## src/rtl/if_fetch_pkg.sv

```systemverilog
// Shared definitions for the instruction-fetch stage: FSM encoding,
// byte-counter width, constant words and the pc step helper.
package if_fetch_pkg;

   typedef enum logic [1:0] {
      ST_IDLE  = 2'd0,
      ST_FETCH = 2'd1,
      ST_FULL  = 2'd2
   } fetch_state_t;

   localparam int          BYTE_CNT_W       = 2;
   localparam logic [31:0] ZERO_WORD        = 32'h0000_0000;
   localparam logic [31:0] DEFAULT_RESET_PC = 32'h0000_0000;

   // Sequential pc step; wraps modulo 2^32.
   function automatic logic [31:0] next_pc(input logic [31:0] pc);
      return pc + 32'd4;
   endfunction

endpackage

```

## src/rtl/if_icache.sv

```systemverilog
// 16-entry direct-mapped word cache for the fetch stage.
// Index pc[5:2], tag pc[31:6]; only the valid bits are reset.
// Instantiated by if_fetch only when IF_FETCH_ICACHE_EN is defined.
module if_icache (
   input  logic        clk_in,
   input  logic        rst_in,
   input  logic [31:2] lookup_pc,
   output logic        hit,
   output logic [31:0] hit_word,
   input  logic        fill_en,
   input  logic [31:2] fill_pc,
   input  logic [31:0] fill_word
);

   logic [15:0] valid_q;
   logic [25:0] tag_q  [16];
   logic [31:0] data_q [16];

   logic [3:0]  lookup_idx;
   logic [3:0]  fill_idx;

   assign lookup_idx = lookup_pc[5:2];
   assign fill_idx   = fill_pc[5:2];

   // Lookup is purely combinational so a hit completes in the same cycle.
   assign hit      = valid_q[lookup_idx] && (tag_q[lookup_idx] == lookup_pc[31:6]);
   assign hit_word = data_q[lookup_idx];

   // Valid bits: cleared on reset, set by every fill.
   always_ff @(posedge clk_in) begin
      if (rst_in) begin
         valid_q <= 16'h0000;
      end else if (fill_en) begin
         valid_q[fill_idx] <= 1'b1;
      end
   end

   // Tag/data storage carries no reset; validity is tracked separately.
   always_ff @(posedge clk_in) begin
      if (fill_en) begin
         tag_q[fill_idx]  <= fill_pc[31:6];
         data_q[fill_idx] <= fill_word;
      end
   end

endmodule

```

## src/rtl/if_fetch.sv

```systemverilog
// Instruction-fetch stage: assembles 32-bit words from four little-endian
// byte reads, holds one word for decode and prefetches one more.
// Optional macro IF_FETCH_ICACHE_EN adds a 16-entry direct-mapped word cache.
// Handshake: decode consumes the held word in any cycle where
// if_valid=1 and stall_in=0; the memory returns a byte for mem_addr in any
// cycle where mem_req=1 and mem_byte_valid=1; dropping mem_req aborts.
import if_fetch_pkg::*;

module if_fetch #(
   parameter logic [31:0] RESET_PC = DEFAULT_RESET_PC
) (
   input  logic        clk_in,
   input  logic        rst_in,
   input  logic        rdy_in,
   input  logic        stall_in,
   input  logic        jump_flag,
   input  logic [31:0] jump_target,
   output logic        mem_req,
   output logic [31:0] mem_addr,
   input  logic        mem_byte_valid,
   input  logic [7:0]  mem_byte,
   output logic        if_valid,
   output logic [31:0] if_pc,
   output logic [31:0] if_ins,
   output logic [1:0]  dbg_state
);

   fetch_state_t          state_q, state_n;
   logic [31:0]           pc_q, pc_n;
   logic [BYTE_CNT_W-1:0] cnt_q, cnt_n;
   logic                  mem_req_q, mem_req_n;
   logic [31:0]           mem_addr_q, mem_addr_n;
   logic [23:0]           buf_q, buf_n;
   logic [31:0]           pf_word_q, pf_word_n;
   logic [31:0]           pf_pc_q, pf_pc_n;
   logic                  if_valid_q, if_valid_n;
   logic [31:0]           if_pc_q, if_pc_n;
   logic [31:0]           if_ins_q, if_ins_n;

   logic                  consume;
   logic                  slot_free;
   logic                  mem_done;
   logic                  hit_done;
   logic [31:0]           done_word;
   logic                  cache_hit;
   logic [31:0]           cache_word;

`ifdef IF_FETCH_ICACHE_EN
   logic fill_en;

   // Only aligned words fetched from memory are written into the cache.
   assign fill_en = rdy_in && !jump_flag && mem_done && (pc_q[1:0] == 2'b00);

   if_icache u_icache (
      .clk_in    (clk_in),
      .rst_in    (rst_in),
      .lookup_pc (pc_q[31:2]),
      .hit       (cache_hit),
      .hit_word  (cache_word),
      .fill_en   (fill_en),
      .fill_pc   (pc_q[31:2]),
      .fill_word (done_word)
   );
`else
   assign cache_hit  = 1'b0;
   assign cache_word = ZERO_WORD;
`endif

   // Word-completion terms shared by the next-state logic and the cache fill.
   always_comb begin
      consume   = if_valid_q && !stall_in;
      slot_free = !if_valid_q || consume;
      mem_done  = (state_q == ST_FETCH) && mem_byte_valid && (cnt_q == 2'd3);
      hit_done  = (state_q == ST_IDLE) && (pc_q[1:0] == 2'b00) && cache_hit;
      done_word = hit_done ? cache_word : {mem_byte, buf_q};
   end

   // Next-state and datapath updates; jump overrides completion and consume.
   always_comb begin
      state_n    = state_q;
      pc_n       = pc_q;
      cnt_n      = cnt_q;
      mem_req_n  = mem_req_q;
      mem_addr_n = mem_addr_q;
      buf_n      = buf_q;
      pf_word_n  = pf_word_q;
      pf_pc_n    = pf_pc_q;
      if_valid_n = if_valid_q;
      if_pc_n    = if_pc_q;
      if_ins_n   = if_ins_q;

      if (jump_flag) begin
         pc_n       = jump_target;
         mem_req_n  = 1'b0;
         cnt_n      = '0;
         if_valid_n = 1'b0;
         state_n    = ST_IDLE;
      end else begin
         if (consume) begin
            if_valid_n = 1'b0;
         end
         if (mem_done || hit_done) begin
            mem_req_n = 1'b0;
            pc_n      = next_pc(pc_q);
            if (slot_free) begin
               if_valid_n = 1'b1;
               if_pc_n    = pc_q;
               if_ins_n   = done_word;
               state_n    = ST_IDLE;
            end else begin
               pf_word_n = done_word;
               pf_pc_n   = pc_q;
               state_n   = ST_FULL;
            end
         end
         case (state_q)
            ST_IDLE: begin
               if (!hit_done) begin
                  mem_req_n  = 1'b1;
                  mem_addr_n = pc_q;
                  cnt_n      = '0;
                  state_n    = ST_FETCH;
               end
            end
            ST_FETCH: begin
               if (mem_byte_valid) begin
                  mem_addr_n = mem_addr_q + 32'd1;
                  cnt_n      = cnt_q + 2'd1;
                  case (cnt_q)
                     2'd0:    buf_n[7:0]   = mem_byte;
                     2'd1:    buf_n[15:8]  = mem_byte;
                     2'd2:    buf_n[23:16] = mem_byte;
                     default: buf_n        = buf_q;
                  endcase
               end
            end
            ST_FULL: begin
               mem_req_n = 1'b0;
               if (consume) begin
                  if_valid_n = 1'b1;
                  if_pc_n    = pf_pc_q;
                  if_ins_n   = pf_word_q;
                  state_n    = ST_IDLE;
               end
            end
            default: state_n = ST_IDLE;
         endcase
      end
   end

   // State register: reset first, then freeze whenever rdy_in is low.
   always_ff @(posedge clk_in) begin
      if (rst_in) begin
         state_q    <= ST_IDLE;
         pc_q       <= RESET_PC;
         cnt_q      <= '0;
         mem_req_q  <= 1'b0;
         mem_addr_q <= ZERO_WORD;
         buf_q      <= 24'h0;
         pf_word_q  <= ZERO_WORD;
         pf_pc_q    <= ZERO_WORD;
         if_valid_q <= 1'b0;
         if_pc_q    <= ZERO_WORD;
         if_ins_q   <= ZERO_WORD;
      end else if (rdy_in) begin
         state_q    <= state_n;
         pc_q       <= pc_n;
         cnt_q      <= cnt_n;
         mem_req_q  <= mem_req_n;
         mem_addr_q <= mem_addr_n;
         buf_q      <= buf_n;
         pf_word_q  <= pf_word_n;
         pf_pc_q    <= pf_pc_n;
         if_valid_q <= if_valid_n;
         if_pc_q    <= if_pc_n;
         if_ins_q   <= if_ins_n;
      end
   end

   // A redirect drops the request in the same cycle so the controller aborts.
   assign mem_req   = mem_req_q && !(rdy_in && jump_flag);
   assign mem_addr  = mem_addr_q;
   assign if_valid  = if_valid_q;
   assign if_pc     = if_pc_q;
   assign if_ins    = if_ins_q;
   assign dbg_state = state_q;

endmodule
```

## config.mk

```make
export PLATFORM = sky130hd
export DESIGN_NAME = if_fetch
export DESIGN_NICKNAME = d
export VERILOG_FILES = /design/src/rtl/if_fetch_pkg.sv /design/src/rtl/if_icache.sv /design/src/rtl/if_fetch.sv
export SDC_FILE = /design/constraint.sdc
export NUM_CORES = 1
export LEC_CHECK = 0
export BUFFER_PORTS_ARGS = -buffer_cell sky130_fd_sc_hd__buf_2
export CAP_MARGIN = 25
export CORE_AREA = 2 2 105 209
export DETAILED_ROUTE_END_ITERATION = 8
export DIE_AREA = 0 0 107 211
export PLACE_DENSITY = 0.73
export REMOVE_ABC_BUFFERS = 1
export SLEW_MARGIN = 10
export SYNTH_ARGS = -nofsm -noshare
export SYNTH_HDL_FRONTEND = slang
export SYNTH_SLANG_ARGS = --single-unit
```

## constraint.sdc

```tcl
create_clock -name clk_in -period 1.9 [get_ports clk_in]
set_input_delay 0.19 -clock clk_in [delete_from_list [all_inputs] [get_ports clk_in]]
set_output_delay 0.19 -clock clk_in [all_outputs]
set_load 0.03 [all_outputs]
```

# Word level (Yosys, flattened, before mapping)
# Index checks and enable logic that the tools add are counted.
# classes
bitwise_logic,2
reduce_logical,24
n_eq_ne,7
addsub,3
n_mux,29
# ops
operator,n
32-bit 2-to-1 mux,11
32-bit one-hot mux with 2 select lines,1
"32-bit by 1-bit adder with 32-bit output, second input constant",1
"32-bit by 3-bit adder with 32-bit output, second input constant",1
5-bit AND reduction,3
2-bit 2-to-1 mux,6
1-bit 2-to-1 mux,8
4-bit AND reduction,2
"2-bit == test, second input constant",3
2-bit one-hot mux with 3 select lines,1
2-bit AND reduction,3
1-bit logical AND,5
"2-bit by 1-bit == test with 1-bit output, second input constant",2
2-bit zero test,2
2-bit one-hot mux with 2 select lines,1
2-bit nonzero test,2
4-bit nonzero test,1
1-bit zero test,3
"3-bit != test, second input constant",1
3-bit AND reduction,1
3-bit nonzero test,1
"2-bit by 1-bit adder with 2-bit output, second input constant",1
"2-bit != test, second input constant",1
1-bit inverter,2
2 further kinds,2
# word_totals
word_cells,78
out_inout_bits,100
regBits,222

# Depth between registers and ports, before layout
# Gate-level depths: netlist of run 1.
# depth
word_depth,8
mapped_depth,8
depth_no_buf,6

# Worst setup path after synthesis of run 1
# No wires, ideal clock.
# synth_path
kind,flip-flop to flip-flop
from,register mem_addr_q[0] (netlist: mem_addr[0])
to,register mem_addr_q[20] (netlist: mem_addr[20])
t_arrival_ps,2149
required_time_ps,1826
setup_slack_ps,-323
setup_ps,74
synth_period_minus_slack_ps,2223
stages_incl_launch_ff,8
path_buffers,1
path_cell_list,dfxtp_1 > ha_1 > and3_1 > buf_6 > nand3_4 > or3_4 > or4_1 > a31oi_1
# synth_via
elab_chain_len,3
# synth_rtl
element,line,text
from (decl),if_fetch.sv:32,"logic [31:0] mem_addr_q, mem_addr_n;"
from (signal assigned),if_fetch.sv:170,mem_addr_q <= mem_addr_n;
32-bit by 1-bit adder with 32-bit output,if_fetch.sv:127,mem_addr_n = mem_addr_q + 32'd1;
32-bit 2-to-1 mux,if_fetch.sv:126,if (mem_byte_valid) begin
32-bit one-hot mux with 2 select lines,if_fetch.sv:116,case (state_q)
# Every way passes these cells. The select of a mux whose other input is x is not followed.
# A chain may end at the register's enable or synchronous reset.

# Worst setup path after layout of run 1
# layout_path
from,register cnt_q[0]
to,register pf_pc_q[15]
# layout_via
elab_chain_len,3
# layout_rtl
element,line,text
from (decl),if_fetch.sv:30,"logic [BYTE_CNT_W-1:0] cnt_q, cnt_n;"
from (signal assigned),if_fetch.sv:168,cnt_q <= cnt_n;
2-bit == test,if_fetch.sv:73,mem_done = (state_q == ST_FETCH) && mem_byte_valid && (cnt_q == 2'd3);
1-bit logical AND,if_fetch.sv:73,
4-bit AND reduction (no line),n/a,
to (signal assigned),if_fetch.sv:173,pf_pc_q <= pf_pc_n;
to (decl),if_fetch.sv:35,"logic [31:0] pf_pc_q, pf_pc_n;"
# Every way passes these cells.

==> metrics.md, run 1 <==
| Metric | Value |
|---|---|
| Synth unique cells | `70` |
| Die ar. | `0.02258 sq mm` |
| Largest family of logic cells by synthesized area | `simple AND/OR/NAND/NOR gates` |
| Worst slack, placed | `-119.2 ps` |
| Final worst path period need | `1894 ps` |
| Vias in the first global route | `9815` |
| Layout area overhead | `27.37%` |
| Global router's overall resource usage | `28.38%` |
| Peak supply drop | `0.7426 mV` |
| Most frequent cells in the layout | `219 x nand2_1, 212 x dfxtp_1, 144 x buf_2` |
| Final Wtd Congestion | `0.9695` |
| Worst Reg-to-Reg Cells | `8` |
| Dpl hpwl | `22.79 mm` |
| Slew at the pin with the worst max-slew slack | `658.4 ps` |
| Worst path max stage delay | `360 ps` |
| CP delay by family, top | `simple AND/OR/NAND/NOR gates` |
| Grt total ovfl | `0` |
| Worst setup path startpoint | `cnt_q[0]$_SDFFE_PP0P_` |
| Worst min-delay path class | `in -> reg` |
| Setup crit start kind | `flip-flop` |
| Largest net degree at the start of global routing | `76` |
| Post-route cell area | `0.01324 sq mm` |
| Avg Vias per Cell | `5.885` |
| Leak | `5.095 nW` |
| DIE HEIGHT | `211 um` |
| Post-synth EDFFs | `0` |
| Fraction of registers with async set or reset after synthesis | `0%` |
| Area of the multi-input gates | `0.005523 sq mm` |
| CTS buffer count | `21` |
| Period utilization | `99.68%` |
| Yosys reg bits | `222` |
| Util after Layout | `63.28%` |
| First-pass GRT wire length | `50.88 mm` |
| Final #Nets | `1546` |
| Post-route ant nets | `0` |
| Cell Pwr Density | `730.9 mW/mm^2` |
| Worst reg2reg endpoint | `pf_pc_q[15]$_SDFFE_PP0P_` |
| Final worst slack | `6.020 ps` |
| Synthesized instance count | `1291` |
| Initial Util | `49.68%` |
| Run status | `complete, no violations` |
| Fill count | `1844` |
| Initial antenna violation count | `0` |
| WP data arrival | `2330 ps` |
| Worst Path Max Fanout | `23` |
| Vias | `10450` |
| Crit-path cells | `ha_2 > and4b_1 > buf_6 > nand2_2 > nor2_4 > bufbuf_16 > nand2_1 > a21oi_1` |
| Synth Area in Adders | `0.7221%` |
| Fin cells | `1776` |
| Hold_sp | `jump_target[29]` |
| Die X | `107 um` |
| CTS tree | `yes` |
| Unrepaired setup endpoints after global routing | `yes` |
| Core area | `0.02093 sq mm` |
| Fraction of the mapped netlist area in compound gates | `21.06%` |
| Main synth FF type | `dfxtp_1` |
| Diode count | `0` |
| Post-Synth XOR/XNOR Area | `0%` |
| Clock latency on the worst-skew pair | `500 ps` |
| Syn. warnings | `0` |
| Relative slew slack | `55.94%` |
| Placed inst area | `0.01206 sq mm` |
| CP required | `2330 ps` |
| Max cap viols | `0` |
| Top Ports | `146` |
| Worst Hold Path Cells | `3` |
| H-Tree Depth | `1` |
| Register area share after synthesis | `42.75%` |
| Worst-path clk slew | `60 ps` |
| Clock sinks | `222` |
| DR WL/cell | `19.20 um` |
| DR DRC count | `0` |
| Clk buf depth | `3` |
| # setup viols final | `0` |
| FF+latch area | `0.004457 sq mm` |
| DR iter-0 viols | `688` |
| Most common cell after layout, fill and taps aside | `nand2_1` |
| Clock Skew | `8.749 ps` |
| Inst Count DP | `1712` |
| Hold Fails Final Rpt | `0` |
| Setup CP Type | `reg -> reg` |
| Layout cells sized above 1 | `25.08%` |
| Simple-Gate Fraction of Synth Area | `23.44%` |
| Mapped Avg Cell Area | `8.053 sq um` |
| Tot Pwr | `9.679 mW` |
| Mapped cell area | `0.01040 sq mm` |
| Final wirelength | `34.11 mm` |
| Setup slack, reg-to-reg | `6 ps` |
| Drt pass-1 iters | `5` |
| Root buf cell | `clkbuf_16` |
| CP endpoint kind | `flip-flop` |
| Port bufs | `145` |
| Origin of the critical flop-to-flop path | `cnt_q[0]$_SDFFE_PP0P_` |
| Fin. max-slew vios | `0` |
| Endpoint, Worst Hold | `pc_q[29]$_SDFFE_PP0P_` |
| WP buf/inv | `2` |
| Slowest-stage cell, CP | `bufbuf_16` |
| Fmax | `528.0 MHz` |
| Multiplexer area fraction after synthesis | `6.559%` |
| Cell row count | `75` |
-- stage by stage --
step / setup TNS, ps / hold slack (ps)
6_report: 0 / 12.85
5_1_grt: -1513 / 19.74
4_1_cts: 0 / 1.156
3_5_place_dp: -274.1 / 440.8
3_3_place_gp: -102.0 / 435.1
2_1_floorplan: -341570 / 259.1
-- synthesized netlist by cell type (all sizes together), types with 8 or more instances --
library cell / instances / area share, %
a211oi: 71 / 5.1
inv: 8 / 0.29
o21ai: 39 / 1.9
a22oi: 16 / 1.2
buf: 40 / 2.1
nor2b: 8 / 0.48
a21oi: 130 / 6.3
and3: 24 / 1.5
nor3: 15 / 0.87
a31oi: 19 / 1.1
nor2: 120 / 4.3
dfxtp: 222 / 43
nand4: 19 / 1.2
nand2: 223 / 8.1
clkbuf: 77 / 3.0
nand3: 69 / 3.5
mux2i: 67 / 6.5
and2: 8 / 0.51
or3: 11 / 0.71
-- worst max path at each step --
stage / to / slack, ps / depth (start not counted)
global placement: mem_addr[24]$_SDFFE_PP0P_ / -60 / 7
CTS: pf_word_q[4]$_SDFFE_PP0P_ / 1 / 8
global route: pf_pc_q[16]$_SDFFE_PP0P_ / -80 / 8
finish: pf_pc_q[15]$_SDFFE_PP0P_ / 6 / 8
floorplan: if_ins[0]$_SDFFE_PP0P_ / -3180 / 4
detailed placement: mem_addr[24]$_SDFFE_PP0P_ / -120 / 7
-- sequential cells by signal, indices dropped and copies added, names as in the netlist --
name       cells
pf_pc_q       32
dbg_state      2
if_valid       1
buf_q         24
cnt_q          2
pf_word_q     32
pc_q          32
mem_req_q      1
mem_addr      32
if_pc         32
if_ins        32
-- layout make-up --
cell class | instances | share of cell area, %
Clock inverter | 7 | 0.4819
Multi-Input combinational cell | 943 | 41.71
Tap cell | 269 | 2.542
Timing Repair Buffer | 297 | 16.86
Clock buffer | 29 | 4.498
Sequential cell | 222 | 33.66
Inverter | 9 | 0.2551
-- power breakdown --
group	total, mW	internal, mW	switching, mW
Sequential	4.78	4.71	0.0723
Combinational	0.765	0.294	0.471
Clock	4.13	2.33	1.80
-- routing by layer --
metal	vias to the layer above	routed length [um]	global-route usage, %
met5	-	0	0
met4	0	2149	16.75
met3	109	1589	2.592
met2	371	17950	52.41
met1	4935	12420	30.81
li1	5036	-	-
-- repair_timing --
action / 4_1_cts / 5_1_grt
hold buffers: 10 / 0
setup endpoints to repair: 21 / 138
hold endpoints to repair: 17 / 0
resized for setup: 11 / 35
pin swaps: 2 / 16
setup buffers: 1 / 9
gates cloned: 2 / 6
-- kinds of logic after synthesis --
group,Yosys count
simple gates,526
compound gates,343
flops,222
buf+inv,126
mux,68
fa+ha+maj,6
-- worst reg2reg max path, stage by stage, from the launching register on --
cell and delay [ps]:
dfxtp_1 340, ha_2 190, and4b_1 250, buf_6 140, nand2_2 110, nor2_4 240
bufbuf_16 360, nand2_1 80, a21oi_1 130
(Power assumes the default switching activity.)
==> run 2, diff against run 1 <==
CORE_AREA = 4 4 107 211   (was 2 2 105 209)
DIE_AREA = 0 0 111 215   (was 0 0 107 211)
==> run 2 against run 1 <==
- clock power barely moved
- clock-buffer cell count fell by 2
- fmax rose by 1.8%
- register-to-register slack improved by 30 ps
- sequential share of layout area barely moved
- critical endpoint is now mem_addr[20]$_SDFFE_PP0P_
- non-clock buffer count rose by 13
- total power barely moved
- worst setup slack improved by 33 ps
- wire length fell by 2.2%
- clock skew rose by 9.6 ps
- combinational power rose by 5.5%
- first-iteration DRC count rose by 11%
==> metrics.md, run 2 (synthesis results as in run 1) <==
| Metric | Value |
|---|---|
| Initial antenna violation count | `0` |
| Util after Layout | `63.28%` |
| CP endpoint kind | `flip-flop` |
| Final wirelength | `33.36 mm` |
| Avg Vias per Cell | `5.823` |
| Core area | `0.02093 sq mm` |
| Largest net degree at the start of global routing | `94` |
| CTS buffer count | `21` |
| Peak supply drop | `0.7543 mV` |
| Slew at the pin with the worst max-slew slack | `502.4 ps` |
| Root buf cell | `clkbuf_16` |
| # setup viols final | `0` |
| Dpl hpwl | `23.66 mm` |
| Period utilization | `97.94%` |
| Top Metal Used | `met4` |
| Fin. max-slew vios | `0` |
| Worst hold margin | `15.33 ps` |
| Clock latency on the worst-skew pair | `510 ps` |
| Layout area overhead | `27.37%` |
| Final #Nets | `1559` |
| CP required | `2340 ps` |
| Final worst path period need | `1861 ps` |
| Clock Skew | `18.34 ps` |
| Area of the multi-input gates | `0.005470 sq mm` |
| WL met1 | `12.02 mm` |
| Vias | `10420` |
| DR WL/cell | `18.65 um` |
| Setup crit start kind | `flip-flop` |
| Relative slew slack | `66.39%` |
| FF+latch area | `0.004452 sq mm` |
| Cell Pwr Density | `731.2 mW/mm^2` |
| Most common cell after layout, fill and taps aside | `nand2_1` |
| Global router's overall resource usage | `26.34%` |
| Clk buf depth | `3` |
| Post-route ant nets | `0` |
| Fmax | `537.4 MHz` |
| Diode count | `0` |
| Clock sinks | `222` |
| Die ar. | `0.02387 sq mm` |
| Unrepaired setup endpoints after global routing | `yes` |
| Vias in the first global route | `10170` |
| Placed inst area | `0.01224 sq mm` |
| Top Ports | `146` |
| Leak | `5.134 nW` |
| Tot Pwr | `9.683 mW` |
| CTS tree | `yes` |
| DR DRC count | `0` |
| DIE HEIGHT | `215 um` |
| WP data arrival | `2300 ps` |
| Cell row count | `75` |
| Initial Util | `49.68%` |
| Max cap viols | `0` |
| Drt pass-1 iters | `5` |
| Most frequent cells in the layout | `219 x nand2_1, 216 x dfxtp_1, 144 x buf_2` |
| Die X | `111 um` |
| Worst min-delay path class | `in -> reg` |
| Worst Path Max Fanout | `5` |
| Hold Fails Final Rpt | `0` |
| First-pass GRT wire length | `51.87 mm` |
| H-Tree Depth | `1` |
| Fill count | `1862` |
| Run status | `complete, no violations` |
| Met3 wire len | `1.481 mm` |
| Post-route cell area | `0.01324 sq mm` |
| Worst-path clk slew | `70 ps` |
| Layout cells sized above 1 | `25.00%` |
| DR WL met2 | `17.71 mm` |
| DR iter-0 viols | `762` |
| Setup CP Type | `reg -> reg` |
| Grt total ovfl | `0` |
| Port bufs | `145` |
| Final Wtd Congestion | `0.9241` |
-- run 2: cell count changes in the layout (fill, tap and decap cells not counted), sizes merged --
| cell | change |
|---|---|
| buf | +14 |
| clkinv | +1 |
| clkinvlp | +1 |
| clkbuf | -3 |
| dlygate4sd3 | +1 |
| bufbuf | -1 |
-- run 2: path summary, 6_finish.rpt --
kind	slack (ps)	depth (start not counted)	from	end
max	40	6	mem_addr[1]$_SDFFE_PP0P_	mem_addr[20]$_SDFFE_PP0P_
min reg2reg	450	2	pf_word_q[15]$_SDFFE_PP0P_	pf_word_q[15]$_SDFFE_PP0P_
max reg2reg	40	6	mem_addr[1]$_SDFFE_PP0P_	mem_addr[20]$_SDFFE_PP0P_
min	20	3	jump_target[2]	pc_q[2]$_SDFFE_PP0P_
-- run 2: layout make-up --
| type | count | area share [%] |
|---|---|---|
| Sequential cell | 222 | 33.62 |
| Clock buffer | 27 | 4.290 |
| Tap cell | 269 | 2.542 |
| Inverter | 9 | 0.2551 |
| Clock inverter | 9 | 0.6047 |
| Multi-Input combinational cell | 943 | 41.31 |
| Timing Repair Buffer | 310 | 17.38 |
-- run 2: repair_timing --
item / CTS / global route
endpoints found under the setup margin: 3 / 102
resized for setup: 4 / 21
pin swaps: 2 / 10
buffers inserted: 0 / 8
hold buffers: 11 / 0
gates cloned: 0 / 4
hold endpoints to repair: 18 / 0
-- run 2: metal layers --
layer | track usage [%] | vias to the layer above
met5 | 0 | -
met3 | 2.786 | 114
met4 | 16.19 | 0
met1 | 28.04 | 4892
met2 | 48.93 | 354
li1 | - | 5058
-- run 2: critical path, stage by stage (launching register included) --
cell and delay (ps):
dfxtp_2 340, ha_2 190, and3_4 200, nand3_4 70
or3_4 360, or4_4 480, a31oi_1 170
-- run 2: through the flow --
stage / TNS (ps) / setup slack, ps / cells
after floorplan: -341570 / -3175 / 1174
after global placement: -159.2 / -127.0 / 1730
after detailed placement: -246.1 / -162.7 / 1730
after CTS: 0 / 2.138 / 1777
after global routing: -35.04 / -7.451 / 1789
final: 0 / 39.08 / 1789
-- run 2: report_power, final --
group	internal (mW)	leakage, nW	total, mW	switching [mW]
Clock	2.26	0.320	4.10	1.84
Combinational	0.316	3.02	0.807	0.491
Sequential	4.71	1.80	4.77	0.0627
Total	7.29	5.13	9.68	2.40
==> run 3, diff against run 2 <==
CTS_BUF_LIST = sky130_fd_sc_hd__clkbuf_4   (was default)
clock period = 1.67 ns   (was 1.9 ns; I/O delays follow)
==> run 3 against run 2 <==
- the run now ends with setup timing left
- die area is the same
- cell count grew 9.6%
- clock skew grew 24 ps
- first-iteration DRC count grew 3.0%
- critical path type unchanged
==> metrics.md, run 3 (synthesis results as in run 1) <==
| Metric | Value |
|---|---|
| Setup CP Type | `reg -> reg` |
| Layout area overhead | `45.58%` |
| Final worst path period need | `1814 ps` |
| CP endpoint kind | `flip-flop` |
| # setup viols final | `132` |
| Cell row count | `75` |
| Leak | `6.060 nW` |
| DR WL met2 | `20.18 mm` |
| Final worst slack | `-144.3 ps` |
| Clk buf depth | `3` |
| Most frequent cells in the layout | `207 x nand2_1, 200 x dfxtp_1, 186 x buf_4` |
| First-pass GRT wire length | `56.53 mm` |
| Relative slew slack | `65.21%` |
| Period utilization | `108.6%` |
| Post-route ant nets | `0` |
| CTS tree | `yes` |
| Worst Reg-to-Reg Cells | `6` |
| Clock sinks | `222` |
| Die X | `111 um` |
| Worst-path clk slew | `80 ps` |
| DR iter-0 viols | `785` |
| Tot Pwr | `10.79 mW` |
| DR DRC count | `0` |
| Fin cells | `1960` |
| P_int | `7.910 mW` |
| Root buf cell | `clkbuf_4` |
| Final wirelength | `37.70 mm` |
| Initial Util | `49.68%` |
| Final #Nets | `1711` |
| Top Metal Used | `met4` |
| Worst Hold Path Cells | `4` |
| Largest net degree at the start of global routing | `66` |
| Worst slack, placed | `-281.8 ps` |
| Util after Layout | `72.32%` |
| Run status | `finished with violations` |
| Global router's overall resource usage | `28.87%` |
| Clock latency on the worst-skew pair | `680 ps` |
| Worst min-delay path class | `in -> reg` |
| Unrepaired setup endpoints after global routing | `yes` |
| Worst Path Max Fanout | `4` |
| WP data arrival | `2420 ps` |
| Clock Power Share | `39.2%` |
| DR WL/cell | `19.24 um` |
| Peak supply drop | `0.4470 mV` |
| Fill count | `1667` |
| Fmax | `551.2 MHz` |
| Avg Vias per Cell | `5.879` |
| Setup crit start kind | `flip-flop` |
| Layout cells sized above 1 | `38.52%` |
| CP required | `2280 ps` |
| Vias | `11520` |
| Top Ports | `146` |
| Inst Count DP | `1788` |
| Slew at the pin with the worst max-slew slack | `520.0 ps` |
| Cell Pwr Density | `712.9 mW/mm^2` |
| Port bufs | `145` |
| Grt total ovfl | `0` |
| Drt pass-1 iters | `5` |
| Met3 wire len | `2.003 mm` |
| Register share of total power | `50.3%` |
| Clock Skew | `42.55 ps` |
| WL met1 | `13.27 mm` |
| Vias in the first global route | `11270` |
| Failing checks | `setup timing` |
| Most common cell after layout, fill and taps aside | `nand2_1` |
| Combinational power share | `10.5%` |
| Core area | `0.02093 sq mm` |
| Die ar. | `0.02387 sq mm` |
| Hold Fails Final Rpt | `0` |
| Initial antenna violation count | `1` |
| Final Wtd Congestion | `1.009` |
| Max cap viols | `0` |
| CTS buffer count | `50` |
| DIE HEIGHT | `215 um` |
| H-Tree Depth | `2` |
| Sw frac | `26.69%` |
| Dpl hpwl | `24.85 mm` |
| NetSw | `2.880 mW` |
| Fin. max-slew vios | `0` |
## run 3: critical path: stages (launching register included)
cell and delay (ps):
dfxtp_2 360, ha_4 140, and3_4 200, nand3_4 80
or3_4 350, or4_4 490, a31oi_1 130
## run 3: final cells by class
cell class	count	area (sq um)	share of cell area [%]
sequential	222	4479	29.60
tap	269	336.6	2.224
multi-input combinational	943	6136	40.54
inverter	9	33.78	0.2232
clock buffer	77	578.1	3.819
timing repair buffer	433	3545	23.42
clock inverter	6	23.77	0.1571
antenna	1	2.502	0.01653
## run 3: final timing paths
kind	from	to	slack (ps)
setup reg to reg	mem_addr[0]$_SDFFE_PP0P_	mem_addr[20]$_SDFFE_PP0P_	-140
hold / removal	jump_target[28]	pc_q[28]$_SDFFE_PP0P_	20
hold reg to reg	pf_word_q[21]$_SDFFE_PP0P_	pf_word_q[21]$_SDFFE_PP0P_	450
setup / recovery	mem_addr[0]$_SDFFE_PP0P_	mem_addr[20]$_SDFFE_PP0P_	-140
## run 3: stage by stage
step	area, sq um	TNS [ps]	hold slack, ps
2_1_floorplan	9862	-390880	236.1
3_3_place_gp	12700	-12310	416.7
3_5_place_dp	12700	-15400	423.4
4_1_cts	14300	-3864	0.04624
5_1_grt	15130	-18440	61.31
6_report	15130	-6204	23.41
## run 3: routing by layer
layer	up-vias	GRT usage [%]
met1	5449	29.35
met2	531	53.45
met5	-	0
li1	5390	-
met3	152	3.884
met4	0	20.14
## run 3: what timing repair did
| item | 4_1_cts | 5_1_grt |
|---|---|---|
| hold buffers | 41 | 0 |
| gates resized for setup | 83 | 173 |
| pin swaps | 39 | 55 |
| buffers inserted | 16 | 24 |
| endpoints found under the hold margin | 100 | 0 |
| setup endpoints to repair | 187 | 194 |
| gates cloned | 5 | 5 |
## run 3: power groups by stage
| stage | combinational (mW) | sequential [mW] | clock [mW] |
|---|---|---|---|
| 2_1_floorplan | 0.283 | 5.61 | 0 |
| 3_3_place_gp | 0.918 | 5.53 | 0 |
| 3_5_place_dp | 0.925 | 5.53 | 0 |
| 4_1_cts | 1.03 | 5.42 | 4.31 |
| 5_1_grt | 1.20 | 5.43 | 4.56 |
| 6_report | 1.14 | 5.42 | 4.23 |
